### src/rtl/alu_arbiter_pkg.sv
// Shared ALU packet format, operation codes and arbiter state encoding.
// Imported by the arbiter, its picker and the ALU-side test model.
package alu_arbiter_pkg;

    localparam int unsigned REGISTER_SIZE = 8;

    typedef enum logic [2:0] {
        OP_ADD = 3'd0,
        OP_SUB = 3'd1,
        OP_AND = 3'd2,
        OP_OR  = 3'd3,
        OP_XOR = 3'd4
    } alu_op_t;

    // Field order places the operation in the LSBs, so it is shifted out first.
    typedef struct packed {
        logic [REGISTER_SIZE-1:0] rs2;
        logic [REGISTER_SIZE-1:0] rs1;
        alu_op_t                  operation;
    } AluPacket;

    localparam int unsigned ALU_PACKET_BITS = $bits(AluPacket);

    typedef enum logic [7:0] {
        ST_IDLE        = 8'b0000_0001,
        ST_GRANT       = 8'b0000_0010,
        ST_START       = 8'b0000_0100,
        ST_SENDING     = 8'b0000_1000,
        ST_WAIT_RESULT = 8'b0001_0000,
        ST_RECEIVING   = 8'b0010_0000,
        ST_DONE        = 8'b0100_0000,
        ST_ABORT       = 8'b1000_0000
    } arb_state_t;

    function automatic int unsigned max_u(input int unsigned a, input int unsigned b);
        return (a > b) ? a : b;
    endfunction

endpackage

### src/rtl/spi_if.sv
// Single-master SPI bundle; one active-low select line per slave.
interface Spi #(
    parameter int unsigned NUM_SLAVES = 1
);
    logic                  sclk;
    logic [NUM_SLAVES-1:0] nss;
    logic                  mosi;
    logic                  miso;

    modport master (output sclk, output nss, output mosi, input miso);
    modport slave  (input sclk, input nss, input mosi, output miso);
endinterface

### src/rtl/alu_arbiter_rr_picker.sv
// Combinational round-robin priority encoder: first request at or after
// the pointer wins, wrapping back to index 0.
module rr_picker #(
    parameter int unsigned N     = 2,
    parameter int unsigned IDX_W = $clog2(N)
) (
    input  logic [N-1:0]     i_req,
    input  logic [IDX_W-1:0] i_pointer,
    output logic [N-1:0]     o_grant,
    output logic [IDX_W-1:0] o_index,
    output logic             o_valid
);

    always_comb begin
        o_grant = '0;
        o_index = '0;
        o_valid = 1'b0;
        for (int unsigned i = 0; i < N; i++) begin
            if (!o_valid && i_req[i] && (i >= 32'(i_pointer))) begin
                o_valid    = 1'b1;
                o_grant[i] = 1'b1;
                o_index    = IDX_W'(i);
            end
        end
        // Wrapped pass: only reached when nothing at or above the pointer asked.
        for (int unsigned i = 0; i < N; i++) begin
            if (!o_valid && i_req[i]) begin
                o_valid    = 1'b1;
                o_grant[i] = 1'b1;
                o_index    = IDX_W'(i);
            end
        end
    end

endmodule

### src/rtl/alu_arbiter.sv
// Round-robin arbiter sharing one serial ALU; runs the SPI master exchange
// for the granted requester and returns the result with a done pulse.
module alu_arbiter
    import alu_arbiter_pkg::*;
#(
    parameter int unsigned NUM_REQUESTERS = 2,
    parameter int unsigned TIMEOUT_CYCLES = 64
) (
    input  logic                                            i_clock,
    input  logic                                            i_reset,
    input  logic [NUM_REQUESTERS-1:0]                       i_req,
    input  logic [NUM_REQUESTERS-1:0][ALU_PACKET_BITS-1:0]  i_packet,
    output logic [NUM_REQUESTERS-1:0]                       o_grant,
    output logic [NUM_REQUESTERS-1:0]                       o_done,
    output logic [REGISTER_SIZE-1:0]                        o_result,
    output logic                                            o_timeout,
    Spi.master                                              spi
);

    localparam int unsigned IDX_W     = $clog2(NUM_REQUESTERS);
    localparam int unsigned PKT_IDX_W = $clog2(ALU_PACKET_BITS);
    localparam int unsigned RX_IDX_W  = $clog2(REGISTER_SIZE);
    localparam int unsigned BIT_W     = max_u(PKT_IDX_W, RX_IDX_W);
    localparam int unsigned TMO_W     = max_u(1, $clog2(TIMEOUT_CYCLES));

    arb_state_t                  state_q, state_d;
    logic [IDX_W-1:0]            ptr_q, ptr_d;
    logic [IDX_W-1:0]            idx_q, idx_d;
    logic [NUM_REQUESTERS-1:0]   sel_q, sel_d;
    logic [ALU_PACKET_BITS-1:0]  packet_q, packet_d;
    logic [BIT_W-1:0]            bit_cnt_q, bit_cnt_d;
    logic [TMO_W-1:0]            tmo_cnt_q, tmo_cnt_d;
    logic [REGISTER_SIZE-1:0]    rx_q, rx_d;
    logic [NUM_REQUESTERS-1:0]   grant_q, grant_d;
    logic [NUM_REQUESTERS-1:0]   done_q, done_d;
    logic [REGISTER_SIZE-1:0]    result_q, result_d;
    logic                        timeout_q, timeout_d;

    logic [NUM_REQUESTERS-1:0]   pick_grant;
    logic [IDX_W-1:0]            pick_index;
    logic                        pick_valid;
    logic                        abort;

    rr_picker #(
        .N     (NUM_REQUESTERS),
        .IDX_W (IDX_W)
    ) u_picker (
        .i_req     (i_req),
        .i_pointer (ptr_q),
        .o_grant   (pick_grant),
        .o_index   (pick_index),
        .o_valid   (pick_valid)
    );

    always_comb begin
        state_d   = state_q;
        ptr_d     = ptr_q;
        idx_d     = idx_q;
        sel_d     = sel_q;
        packet_d  = packet_q;
        bit_cnt_d = bit_cnt_q;
        tmo_cnt_d = tmo_cnt_q;
        rx_d      = rx_q;
        grant_d   = grant_q;
        done_d    = '0;
        result_d  = '0;
        timeout_d = 1'b0;
        abort     = 1'b0;

        unique case (state_q)
            ST_IDLE: begin
                if (pick_valid) begin
                    idx_d   = pick_index;
                    sel_d   = pick_grant;
                    state_d = ST_GRANT;
                end
            end
            ST_GRANT: begin
                packet_d  = i_packet[idx_q];
                grant_d   = sel_q;
                tmo_cnt_d = '0;
                state_d   = ST_START;
            end
            ST_START: begin
                if (!spi.miso) begin
                    bit_cnt_d = '0;
                    state_d   = ST_SENDING;
                end else if (tmo_cnt_q == TMO_W'(TIMEOUT_CYCLES - 1)) begin
                    abort = 1'b1;
                end else begin
                    tmo_cnt_d = tmo_cnt_q + TMO_W'(1);
                end
            end
            ST_SENDING: begin
                if (bit_cnt_q == BIT_W'(ALU_PACKET_BITS - 1)) begin
                    bit_cnt_d = '0;
                    tmo_cnt_d = '0;
                    state_d   = ST_WAIT_RESULT;
                end else begin
                    bit_cnt_d = bit_cnt_q + BIT_W'(1);
                end
            end
            ST_WAIT_RESULT: begin
                if (spi.miso) begin
                    bit_cnt_d = '0;
                    state_d   = ST_RECEIVING;
                end else if (tmo_cnt_q == TMO_W'(TIMEOUT_CYCLES - 1)) begin
                    abort = 1'b1;
                end else begin
                    tmo_cnt_d = tmo_cnt_q + TMO_W'(1);
                end
            end
            ST_RECEIVING: begin
                rx_d[bit_cnt_q[RX_IDX_W-1:0]] = spi.miso;
                if (bit_cnt_q == BIT_W'(REGISTER_SIZE - 1)) begin
                    bit_cnt_d = '0;
                    result_d  = rx_d;
                    done_d    = grant_q;
                    grant_d   = '0;
                    state_d   = ST_DONE;
                end else begin
                    bit_cnt_d = bit_cnt_q + BIT_W'(1);
                end
            end
            ST_DONE, ST_ABORT: begin
                ptr_d   = (idx_q == IDX_W'(NUM_REQUESTERS - 1)) ? '0 : idx_q + IDX_W'(1);
                state_d = ST_IDLE;
            end
            default: state_d = ST_IDLE;
        endcase

        if (abort) begin
            done_d    = grant_q;
            grant_d   = '0;
            timeout_d = 1'b1;
            state_d   = ST_ABORT;
        end
    end

    always_ff @(posedge i_clock or negedge i_reset) begin
        if (!i_reset) begin
            state_q   <= ST_IDLE;
            ptr_q     <= '0;
            idx_q     <= '0;
            sel_q     <= '0;
            packet_q  <= '0;
            bit_cnt_q <= '0;
            tmo_cnt_q <= '0;
            rx_q      <= '0;
            grant_q   <= '0;
            done_q    <= '0;
            result_q  <= '0;
            timeout_q <= 1'b0;
        end else begin
            state_q   <= state_d;
            ptr_q     <= ptr_d;
            idx_q     <= idx_d;
            sel_q     <= sel_d;
            packet_q  <= packet_d;
            bit_cnt_q <= bit_cnt_d;
            tmo_cnt_q <= tmo_cnt_d;
            rx_q      <= rx_d;
            grant_q   <= grant_d;
            done_q    <= done_d;
            result_q  <= result_d;
            timeout_q <= timeout_d;
        end
    end

    // Select and data decode only from registered state, so the async reset
    // releases the bus immediately.
    always_comb begin
        spi.nss  = '1;
        spi.mosi = 1'b0;
        unique case (state_q)
            ST_START: begin
                spi.nss  = '0;
                spi.mosi = 1'b1;
            end
            ST_SENDING: begin
                spi.nss  = '0;
                spi.mosi = packet_q[bit_cnt_q[PKT_IDX_W-1:0]];
            end
            ST_WAIT_RESULT, ST_RECEIVING: spi.nss = '0;
            default: ;
        endcase
    end

    assign spi.sclk  = i_clock;
    assign o_grant   = grant_q;
    assign o_done    = done_q;
    assign o_result  = result_q;
    assign o_timeout = timeout_q;

endmodule
### src/flat_wrapper.sv
// flat-port wrapper written by rule: the top's interface ports become plain ports
module alu_arbiter_flat import alu_arbiter_pkg::*;
#(
    parameter int unsigned NUM_REQUESTERS = 2,
    parameter int unsigned TIMEOUT_CYCLES = 64
)
  (i_clock, i_reset, i_req, i_packet, o_grant, o_done, o_result, o_timeout, spi_sclk, spi_nss, spi_mosi, spi_miso);
  Spi spi_i ();
  input  logic i_clock;
  input  logic i_reset;
  input  logic [NUM_REQUESTERS-1:0] i_req;
  input  logic [NUM_REQUESTERS-1:0][ALU_PACKET_BITS-1:0] i_packet;
  output logic [NUM_REQUESTERS-1:0] o_grant;
  output logic [NUM_REQUESTERS-1:0] o_done;
  output logic [REGISTER_SIZE-1:0] o_result;
  output logic o_timeout;
  output wire logic [$bits(spi_i.sclk)-1:0] spi_sclk;
  output wire logic [$bits(spi_i.nss)-1:0] spi_nss;
  output wire logic [$bits(spi_i.mosi)-1:0] spi_mosi;
  input wire logic [$bits(spi_i.miso)-1:0] spi_miso;
  assign spi_sclk = spi_i.sclk;
  assign spi_nss = spi_i.nss;
  assign spi_mosi = spi_i.mosi;
  assign spi_i.miso = spi_miso;
  alu_arbiter #(.NUM_REQUESTERS(NUM_REQUESTERS), .TIMEOUT_CYCLES(TIMEOUT_CYCLES)) u_core (.i_clock(i_clock), .i_reset(i_reset), .i_req(i_req), .i_packet(i_packet), .o_grant(o_grant), .o_done(o_done), .o_result(o_result), .o_timeout(o_timeout), .spi(spi_i));
endmodule
### config.mk
export PLATFORM = sky130hd
export DESIGN_NAME = alu_arbiter_flat
export DESIGN_NICKNAME = d
export VERILOG_FILES = /design/src/rtl/alu_arbiter_pkg.sv /design/src/rtl/spi_if.sv /design/src/rtl/alu_arbiter_rr_picker.sv /design/src/rtl/alu_arbiter.sv /design/src/flat_wrapper.sv
export SDC_FILE = /design/constraint.sdc
export NUM_CORES = 1
export LEC_CHECK = 0
export ABC_CLOCK_PERIOD_IN_PS = 5000
export CAP_MARGIN = 30
export CORE_ASPECT_RATIO = 1.5
export CORE_MARGIN = 2
export CORE_UTILIZATION = 49
export CTS_CLUSTER_DIAMETER = 120
export DETAILED_ROUTE_END_ITERATION = 8
export PLACE_DENSITY = 0.74
export SYNTH_ARGS = -nofsm -noshare
export SYNTH_HDL_FRONTEND = slang
export SYNTH_SLANG_ARGS = --single-unit
### constraint.sdc
create_clock -name i_clock -period 5 [get_ports i_clock]
set_clock_uncertainty 0.15 [all_clocks]
set_input_delay 0.5 -clock i_clock [delete_from_list [all_inputs] [get_ports i_clock]]
set_output_delay 0.5 -clock i_clock [all_outputs]
set_load 0.1 [all_outputs]
Word level (Yosys, flattened, before mapping):

Index checks and enable logic that the tools add are counted.

* add/subtract/negate cells: 3
* order comparisons: 5
* equal/unequal tests: 21
* multiplexer cells: 49
* reductions and logical operators: 18

Operators with widths (count)
* $mux W8: 8
* $pmux W8 S6: 1
* $mux W19: 2
* $mux W6: 4
* $pmux W6 S4: 1
* $mux W5: 4
* $pmux W5 S4: 1
* $mux W1: 17
* $mux W2: 5
* $ne A3 B1 Y1 const B: 3
* $bwmux W8: 1
* $eq A8 B1 Y1 const B: 1
* $eq A8 B2 Y1 const B: 1
* $eq A8 B3 Y1 const B: 1
* $eq A8 B4 Y1 const B: 1
* $eq A8 B5 Y1 const B: 1
* $eq A8 B6 Y1 const B: 1
* $eq A8 B7 Y1 const B: 1
* $eq A8 B8 Y1 const B: 1
* $ne A2 B2 Y1 const B: 4
* $reduce_bool A4 Y1: 2
* $add A6 B1 Y6 const B: 1
* $eq A6 B6 Y1 const B: 1
* $lt A5 B6 Y1 const B: 1
* other kinds (23): 32

* register bits: 63
* input port bits: 43
* output and inout bits: 16
* logic and storage cells: 108

Longest topological paths before layout:

Gate-level depths: netlist of the first run.

* word-level depth: 15
* mapped depth: 9

Modules after synthesis:

A second synthesis of the first run with hierarchy kept.

* cell total of the unflattened synthesis: 326
* area, all modules: 3375.7 µm²

By module, submodules not included
* alu_arbiter: instances 1, cells each 321, area an instance 3343.2 µm², sequential area each 1577.8 µm²
* rr_picker: instances 1, cells each 5, area an instance 32.5 µm², sequential area each 0.0 µm²

==> results.md, run 1 <==
* Outcome: complete, no violations
* Crit path from: i_clock
* Most frequent cells in the layout: dfrtp_1, clkdlybuf4s50_1, nand2_1
* # port buffers at 58
* Synth-to-Final Area Change at 26.3%
* Gpl congestion at 0.846
* Max transition margin at 35.0%
* Sequential share of the synthesized area at 47.8%
* Syn avg cell area at 9.65 µm²
* Top layer used by detailed routing: met4
* Total Routing Usage GR at 20.2%
* Worst-Margin Slew at 0.972 ns
* Critical Path End Type: output pin
* Slowest cell on the critical path: clkdlybuf4s50_1
* Clk Latency, worst-skew pair at 0.45 ns
* Synth top area share at 47.0%
* TritonRoute pass-1 iters at 4
* Fin. max-slew vios at 0
* Required time of the critical path at 4.35 ns
* Most used DFF post-synth: dfrtp_1
* First-pass GRT wire length at 11900 µm
* Final Hold Viols at 0
* Setup TNS Final at 0 ns
* Number of diodes at 0
* Top-Level Pins at 59
* CP Launch Type: clock port
* GR Overflow Total at 0
* CP arrival at 3.68 ns
* Final HPWL DP at 4800 µm
* Post-Route M1 WL at 3080 µm
* FF+latch count, synth at 63
* Met2 wire len at 3390 µm
* Synthesized cell area at 3300 µm²
* Max VDD drop at 486 µV
* Final ANT Viol Nets at 0
* Layout cells sized above 1 at 9.02%
* Initial antenna violation count at 0
* CP most frequent cell: clkbuf_8
* Post-Syn Nets at 388
* Placeable Area at 6530 µm²
* DR WL/cell at 14.3 µm
* Met3 WL at 200 µm
* Crit-path leading delay family: buffers and inverters
* Delay of the slowest cell on the worst path at 0.95 ns
* Simple-gate portion of the synthesized area at 19.2%
* CP Max Fanout at 2
* R2R Setup Slk at 2.00 ns
* WL final at 6800 µm
* Critical R2R Capture: u_core.tmo_cnt_q[0]$_DFFE_PN0P_
* Worst hold slack at 0.0472 ns
* RSZ-0062 raised after global routing: no
* Nets@finish at 440
* CTS tree: done
* Worst-path cell chain: clkbuf_8 -> clkbuf_8 -> clkdlybuf4s50_1
* # rows at 36
* Vias in the first global route at 2602
* Largest net degree at the start of global routing at 64
* Static Leak at 1.88 nW
* WS Path Type: clock port to output pin
* Most common cell after layout, fill and taps aside: dfrtp_1
* Initial DRC Count at 110
* Via/cell ratio at 5.52
* Reg2reg start: u_core.state_q[1]$_DFFE_PN0P_
* Mux share of post-synthesis cell area at 11.8%
* Yosys top cell by area: dfrtp_1
* Number of synthesized flops with an enable pin at 0
* Pwr dens at 521 nW/µm²
* Top cells by area, synth: dfrtp_1, mux2i_1, nand2_1
* Largest family of logic cells by synthesized area: simple AND/OR/NAND/NOR gates
* R2R cell count at 5
* Count of cell types in the netlist at 57
* Clock-pin slew on the worst setup and hold paths at 0.07 ns
* Max_cap viols at 0
* Worst min path class: primary input to async pin
* Tot Pwr at 2.17 mW
* Post-CTS resize count at 0
* Xor and xnor fraction of the mapped netlist area at 0.796%
* Ys async rst share at 100%
* Cell count after synthesis at 342
* Number of synthesis warnings at 0
* Die area at 7420 µm²
* Buf+Inv Stages, Crit Path at 3
* Routed vias at 2621
* Die width at 71.0 µm
* Synth Area in Adders at 1.14%
* DRC errors left at 0
* Die H at 105 µm
* Compound-cell area share of the yosys netlist at 15.6%
* Post-CTS Hold Buffers at 0
* Setup-failing EPs final at 0
* Initial Utilization at 50.6%
* Postcts setup bufs at 0
## synthesized netlist by cell type, types with 2 or more instances
| cell type | count |
|---|---|
| nor4_2 | 2 |
| inv_1 | 7 |
| o21a_1 | 2 |
| a21oi_1 | 12 |
| a31o_2 | 2 |
| o31ai_1 | 3 |
| o21ai_1 | 4 |
| nand4b_1 | 3 |
| nor2_1 | 26 |
| mux2_1 | 3 |
| ha_1 | 3 |
| dfrtp_1 | 62 |
| nand2b_1 | 5 |
| mux2_2 | 2 |
| nand3_1 | 10 |
| o41ai_1 | 3 |
| nand4_1 | 2 |
| or4_1 | 2 |
| mux2i_1 | 31 |
| and2_1 | 2 |
| and3_1 | 7 |
| o22ai_1 | 3 |
| nand2_1 | 46 |
| nor2b_1 | 6 |
| a21o_1 | 3 |
| clkbuf_1 | 19 |
| o21ai_0 | 30 |
| a32o_1 | 2 |
| nor3_1 | 8 |
| a41oi_1 | 3 |
| xor2_1 | 2 |
| buf_4 | 2 |
## worst max path at each step
stage               end  slack, ns  cells after the start
4_1_cts        spi_sclk       0.66                      3
5_1_grt        spi_sclk       0.66                      3
2_1_floorplan  spi_mosi       1.46                      6
3_5_place_dp   spi_sclk       0.91                      1
3_3_place_gp   spi_sclk       0.91                      1
6_report       spi_sclk       0.67                      3
## where the power goes
group | leakage, nW | internal, mW | switching, mW
registers | 0.795 | 0.649 | 0.164
clock network | 0.131 | 0.320 | 0.269
logic | 0.950 | 0.336 | 0.433
total | 1.88 | 1.31 | 0.865
## sequential cells by signal, indices dropped and copies added (netlist names)
register and count:
u_core.idx_q 1, u_core.o_timeout 1, u_core.sel_q 2, u_core.o_result 8, u_core.state_q 8, u_core.bit_cnt_q 5
u_core.o_grant 2, u_core.packet_q 19, u_core.rx_q 8, u_core.ptr_q 1, u_core.tmo_cnt_q 6, u_core.o_done 2
## kinds of logic (layout without fill, tap and decap cells)
logic type / Yosys count / count (layout)
AO/OA/AOI/OAI: 79 / 79
adder cells (fa/ha/maj): 3 / 3
XOR/XNOR: 3 / 3
buffers and inverters: 30 / 87
multiplexers: 37 / 37
AND/OR/NAND/NOR: 127 / 127
flip-flops: 63 / 63
## stage by stage
step / std cells / instance area, µm² / util [%] / setup slack, ns
after global placement: 455 / 3890 / 59.6 / 0.910
final: 475 / 4170 / 63.8 / 0.671
after global routing: 475 / 4170 / 63.8 / 0.664
after floorplan: 342 / 3300 / - / 1.46
after CTS: 475 / 4170 / 63.8 / 0.662
after detailed placement: 456 / 3920 / 60.0 / 0.910
## area by class of cell
| type | count | area, µm² |
|---|---|---|
| repair buffers | 60 | 608 |
| flip-flops and latches | 63 | 1580 |
| fillers | 537 | 2360 |
| clock buffers | 15 | 203 |
| well taps | 76 | 95.1 |
| inverters | 7 | 26.3 |
| clock inverters | 5 | 56.3 |
| multi-input cells | 249 | 1600 |
## layer usage
layer / vias up / global-route usage, %
li1: 1321 / -
met1: 1234 / 27.0
met2: 56 / 31.1
met3: 10 / 3.66
met4: 0 / 10.5
met5: - / 0
Power figures use the tool's default switching activity.
==> inputs of run 2 (changes only) <==
- CORE_MARGIN: 2 -> 3
==> results.md, run 2 (same netlist as run 1, synthesis figures left out) <==
* Outcome: complete, no violations
* Max reg flops at 19 (unchanged)
* Inst Count DP at 456 (unchanged)
* Final Hold Viols at 0 (unchanged)
* Required time of the critical path at 4.35 ns (about the same)
* Top-Level Pins at 59 (unchanged)
* Fin. max-slew vios at 0 (unchanged)
* Via/cell ratio at 5.57 (+0.88%)
* Sequential power share at 37.3% (about the same)
* Post-CTS Hold Buffers at 0 (unchanged)
* Post-route cell area at 4170 µm² (about the same)
* Die width at 73.0 µm (+2.8%)
* Initial Utilization at 50.6% (unchanged)
* Total Routing Usage GR at 19.9% (-0.34 points)
* Most frequent cells in the layout: dfrtp_1, clkdlybuf4s50_1, nand2_1
* Final ANT Viol Nets at 0 (unchanged)
* Setup TNS Final at 0 ns (unchanged)
* Clock network power share at 27.4% (+0.3 points)
* Tot Pwr at 2.17 mW (about the same)
* WL final at 6760 µm (-0.66%)
* Max transition margin at 35.4% (+0.43 points)
* Gpl congestion at 0.866 (+2.4%)
* CP Max Fanout at 2 (unchanged)
* Static Leak at 1.88 nW (+0.22%)
* CP arrival at 3.68 ns (about the same)
* WS Path Type: clock port to output pin
* Post-CTS resize count at 0 (unchanged)
* Biggest register: u_core.packet_q
* Layout cells sized above 1 at 8.77% (-0.25 points)
* Die area at 7780 µm² (+4.8%)
* TritonRoute pass-1 iters at 4 (unchanged)
* Net Switching at 0.853 mW (-1.4%)
* Max_cap viols at 0 (unchanged)
* Die H at 107 µm (+1.9%)
* # port buffers at 58 (unchanged)
* Fillers at 531 (-1.1%)
* First-pass GRT wire length at 11700 µm (-2.2%)
* Worst-path cell chain: clkbuf_8 -> clkbuf_8 -> clkdlybuf4s50_1
* # rows at 36 (unchanged)
* Pint at 1.32 mW (+1.0%)
* Number of diodes at 0 (unchanged)
* Clk Latency, worst-skew pair at 0.45 ns (about the same)
* DR WL/cell at 14.2 µm (-0.66%)
* CP Launch Type: clock port
* Worst-Margin Slew at 0.960 ns (-0.0123 ns)
* Synth-to-Final Area Change at 26.3% (about the same)
* Delay of the slowest cell on the worst path at 0.95 ns (about the same)
* DRC errors left at 0 (unchanged)
* Switching Share at 39.3% (-0.58 points)
* Final HPWL DP at 4830 µm (+0.67%)
* Clock-pin slew on the worst setup and hold paths at 0.07 ns (about the same)
* Initial antenna violation count at 0 (unchanged)
* Routed vias at 2644 (+0.88%)
* Dpl cell area at 3920 µm² (unchanged)
* Largest net degree at the start of global routing at 64 (unchanged)
* Non-Filler Instances at 475 (unchanged)
* Slowest cell on the critical path: clkdlybuf4s50_1
* Max VDD drop at 610 µV (+25%)
* RSZ-0062 raised after global routing: no
* GR Overflow Total at 0 (unchanged)
* Nets@finish at 440 (unchanged)
* CTS tree: done
* CP most frequent cell: clkbuf_8
* Initial DRC Count at 164 (+49%)
* Fin util at 63.9% (about the same)
* Placeable Area at 6530 µm² (unchanged)
* Logic pwr share at 35.3% (about the same)
* Pwr dens at 521 nW/µm² (about the same)
* Vias in the first global route at 2566 (-1.4%)
* Most common cell after layout, fill and taps aside: dfrtp_1
* Worst min path class: primary input to async pin
* Postcts setup bufs at 0 (unchanged)
* Setup-failing EPs final at 0 (unchanged)
* Critical Path End Type: output pin
run 2: changes by cell type in the layout (fill, tap and decap cells not counted):
cell / change
clkinvlp_4: -1
clkbuf_1: +1
clkinv_4: -1
clkbuf_8: +1
run 2: metrics by stage:
stage               hold slack (ns)  worst slack [ns]
floorplan                    0.0544              1.46
global placement              0.311             0.910
detailed placement            0.321             0.910
CTS                          0.0812             0.664
global route                  0.117             0.650
finish                       0.0495             0.672
run 2: worst paths after layout:
path                            slack (ns)  cells after the start                            start                               to
worst max-delay path                  0.67                      3                          i_clock                         spi_sclk
worst min-delay path                  0.05                      2                          i_reset      u_core.sel_q[0]$_DFFE_PN0P_
worst max register to register        2.02                      6  u_core.bit_cnt_q[1]$_DFFE_PN0P_  u_core.tmo_cnt_q[0]$_DFFE_PN0P_
worst min register to register        0.33                      1      u_core.sel_q[0]$_DFFE_PN0P_      u_core.sel_q[0]$_DFFE_PN0P_
max in group asynchronous             4.12                      2                          i_reset  u_core.bit_cnt_q[4]$_DFFE_PN0P_
min in group i_clock                  0.33                      1      u_core.sel_q[0]$_DFFE_PN0P_      u_core.sel_q[0]$_DFFE_PN0P_
run 2: area by class of cell:
type / count / area (µm²) / share of cell area [%]
clock buffers: 17 / 220 / 5.28
flip-flops and latches: 63 / 1580 / 37.8
repair buffers: 60 / 608 / 14.6
inverters: 7 / 26.3 / 0.630
well taps: 76 / 95.1 / 2.28
clock inverters: 3 / 40.0 / 0.960
multi-input cells: 249 / 1600 / 38.4
run 2: power groups by stage:
| stage | registers [mW] | logic [mW] | clock network [mW] |
|---|---|---|---|
| 2_1_floorplan | 0.779 | 0.605 | 0.0755 |
| 3_3_place_gp | 0.846 | 0.695 | 0.0785 |
| 3_5_place_dp | 0.820 | 0.769 | 0.0785 |
| 4_1_cts | 0.810 | 0.774 | 0.608 |
| 5_1_grt | 0.838 | 0.855 | 0.633 |
| 6_report | 0.811 | 0.767 | 0.595 |
run 2: per-layer routing:
layer	GRT usage [%]	vias up	wire length (µm)
li1	-	1326	-
met1	25.1	1228	2950
met2	28.9	72	3260
met3	5.49	18	337
met4	13.5	0	212
met5	0	-	0
run 2: worst max-delay path, delay by kind of cell:
kind	cells	cell delay [ns]
buffers and inverters	3	1.18
==> inputs of run 3 (changes only) <==
- CAP_MARGIN: 30 -> default
- CORE_UTILIZATION: 49 -> 57
- PLACE_DENSITY: 0.74 -> 0.85
==> results.md, run 3 (same netlist as run 1, synthesis figures left out) <==
* DR WL/cell at 15.5 µm (+9.0%)
* RSZ-0062 raised after global routing: no
* Routed vias at 2737 (+3.5%)
* TritonRoute pass-1 iters at 5 (+1)
* Initial DRC Count at 176 (+7.3%)
* Max VDD drop at 643 µV (+5.3%)
* Fin util at 75.0% (+11 points)
* DRC errors left at 0 (unchanged)
* Most common cell after layout, fill and taps aside: dfrtp_1
* Worst-Margin Slew at 1.04 ns (+0.0846 ns)
* Number of diodes at 0 (unchanged)
* Most frequent cells in the layout: dfrtp_1, clkdlybuf4s50_1, nand2_1
* Initial antenna violation count at 0 (unchanged)
* CP Launch Type: clock port
* Critical Path End Type: output pin
* CTS tree: done
* Nets@finish at 439 (-0.23%)
* Clock-pin slew on the worst setup and hold paths at 0.07 ns (about the same)
* Required time of the critical path at 4.35 ns (about the same)
* Initial Utilization at 59.7% (+9.1 points)
* GR Overflow Total at 0 (unchanged)
* Vias in the first global route at 2659 (+3.6%)
* WS Path Type: clock port to output pin
* Crit path from: i_clock
* Via/cell ratio at 5.85 (+5.1%)
* Tot Pwr at 2.21 mW (+1.7%)
* Total Routing Usage GR at 23.5% (+3.6 points)
* Final Hold Viols at 0 (unchanged)
* Max reg flops at 19 (unchanged)
* Die width at 68.1 µm (-6.7%)
* CP Max Fanout at 2 (unchanged)
* Fin. max-slew vios at 0 (unchanged)
* Placeable Area at 5530 µm² (-15%)
* Worst min path class: primary input to async pin
* WL final at 7260 µm (+7.4%)
* Biggest register: u_core.packet_q
* # rows at 33 (-8.3%)
* CP arrival at 3.68 ns (about the same)
* Post-route cell area at 4150 µm² (-0.48%)
* Pwr dens at 532 nW/µm² (+2.2%)
* First-pass GRT wire length at 11800 µm (+1.4%)
* R2R cell count at 5 (-1)
* Synth-to-Final Area Change at 25.7%
* Worst hold slack at 0.0471 ns (-0.00233 ns)
* Clk Latency, worst-skew pair at 0.45 ns (about the same)
* Outcome: complete, no violations
* Post-CTS Hold Buffers at 0 (unchanged)
* Setup-failing EPs final at 0 (unchanged)
* Final ANT Viol Nets at 0 (unchanged)
* Dpl cell area at 3880 µm² (-0.89%)
* Post-CTS resize count at 0 (unchanged)
* Setup TNS Final at 0 ns (unchanged)
* Reg2reg start: u_core.state_q[1]$_DFFE_PN0P_
* Final HPWL DP at 5000 µm (+3.4%)
* Max transition margin at 30.4% (-5.1 points)
* Static Leak at 1.87 nW (-0.44%)
* Gpl congestion at 0.875 (+1.1%)
* Top-Level Pins at 59 (unchanged)
* Layout cells sized above 1 at 8.29% (-0.48 points)
* Postcts setup bufs at 0 (unchanged)
* # port buffers at 58 (unchanged)
* Max_cap viols at 0 (unchanged)
* Die area at 6760 µm² (-13%)
* Die H at 99.2 µm (-6.9%)
* Largest net degree at the start of global routing at 64 (unchanged)
## run 3: changes by cell type in the layout (fill, tap and decap cells not counted)
cell / change
buf_16: -1
clkinv_2: -1
clkbuf_8: -1
clkbuf_1: +1
bufinv_16: +1
## run 3: power breakdown
part | switching [mW] | leakage [nW] | internal (mW)
registers | 0.201 | 0.795 | 0.648
clock network | 0.262 | 0.139 | 0.372
logic | 0.407 | 0.937 | 0.319
## run 3: final cells by class
| cell class | count | area [µm²] |
|---|---|---|
| Multi-Input combinational cell | 249 | 1600 |
| Sequential cell | 63 | 1580 |
| Fill cell | 411 | 1380 |
| Timing Repair Buffer | 59 | 581 |
| Clock buffer | 17 | 210 |
| Tap cell | 70 | 87.6 |
| Clock inverter | 3 | 65.1 |
| Inverter | 7 | 26.3 |
## run 3: layer usage
metal | track usage, % | vias up | part of all wire (%)
met5 | 0 | - | 0
met4 | 14.2 | 0 | 2.7
met3 | 4.63 | 16 | 3.4
met2 | 37.2 | 82 | 53
met1 | 28.7 | 1308 | 41
li1 | - | 1331 | -
## run 3: worst paths after layout
check	end	slack [ns]
setup / recovery	spi_sclk	0.67
hold / removal	u_core.tmo_cnt_q[4]$_DFFE_PN0P_	0.05
setup reg to reg	u_core.tmo_cnt_q[0]$_DFFE_PN0P_	1.95
hold reg to reg	u_core.packet_q[14]$_DFFE_PN0P_	0.33
max in group asynchronous	u_core.packet_q[2]$_DFFE_PN0P_	4.12
min in group i_clock	u_core.packet_q[14]$_DFFE_PN0P_	0.33
## run 3: through the flow
step                      worst slack (ns)  std cells
after CTS                            0.656        468
after detailed placement             0.910        449
final                                0.666        468
after global placement               0.910        449
after global routing                 0.645        468
after floorplan                       1.46        342
## run 3: critical path, stage by stage
cell and delay (ns):
clkbuf_8 0.11, clkbuf_8 0.12, clkdlybuf4s50_1 0.96
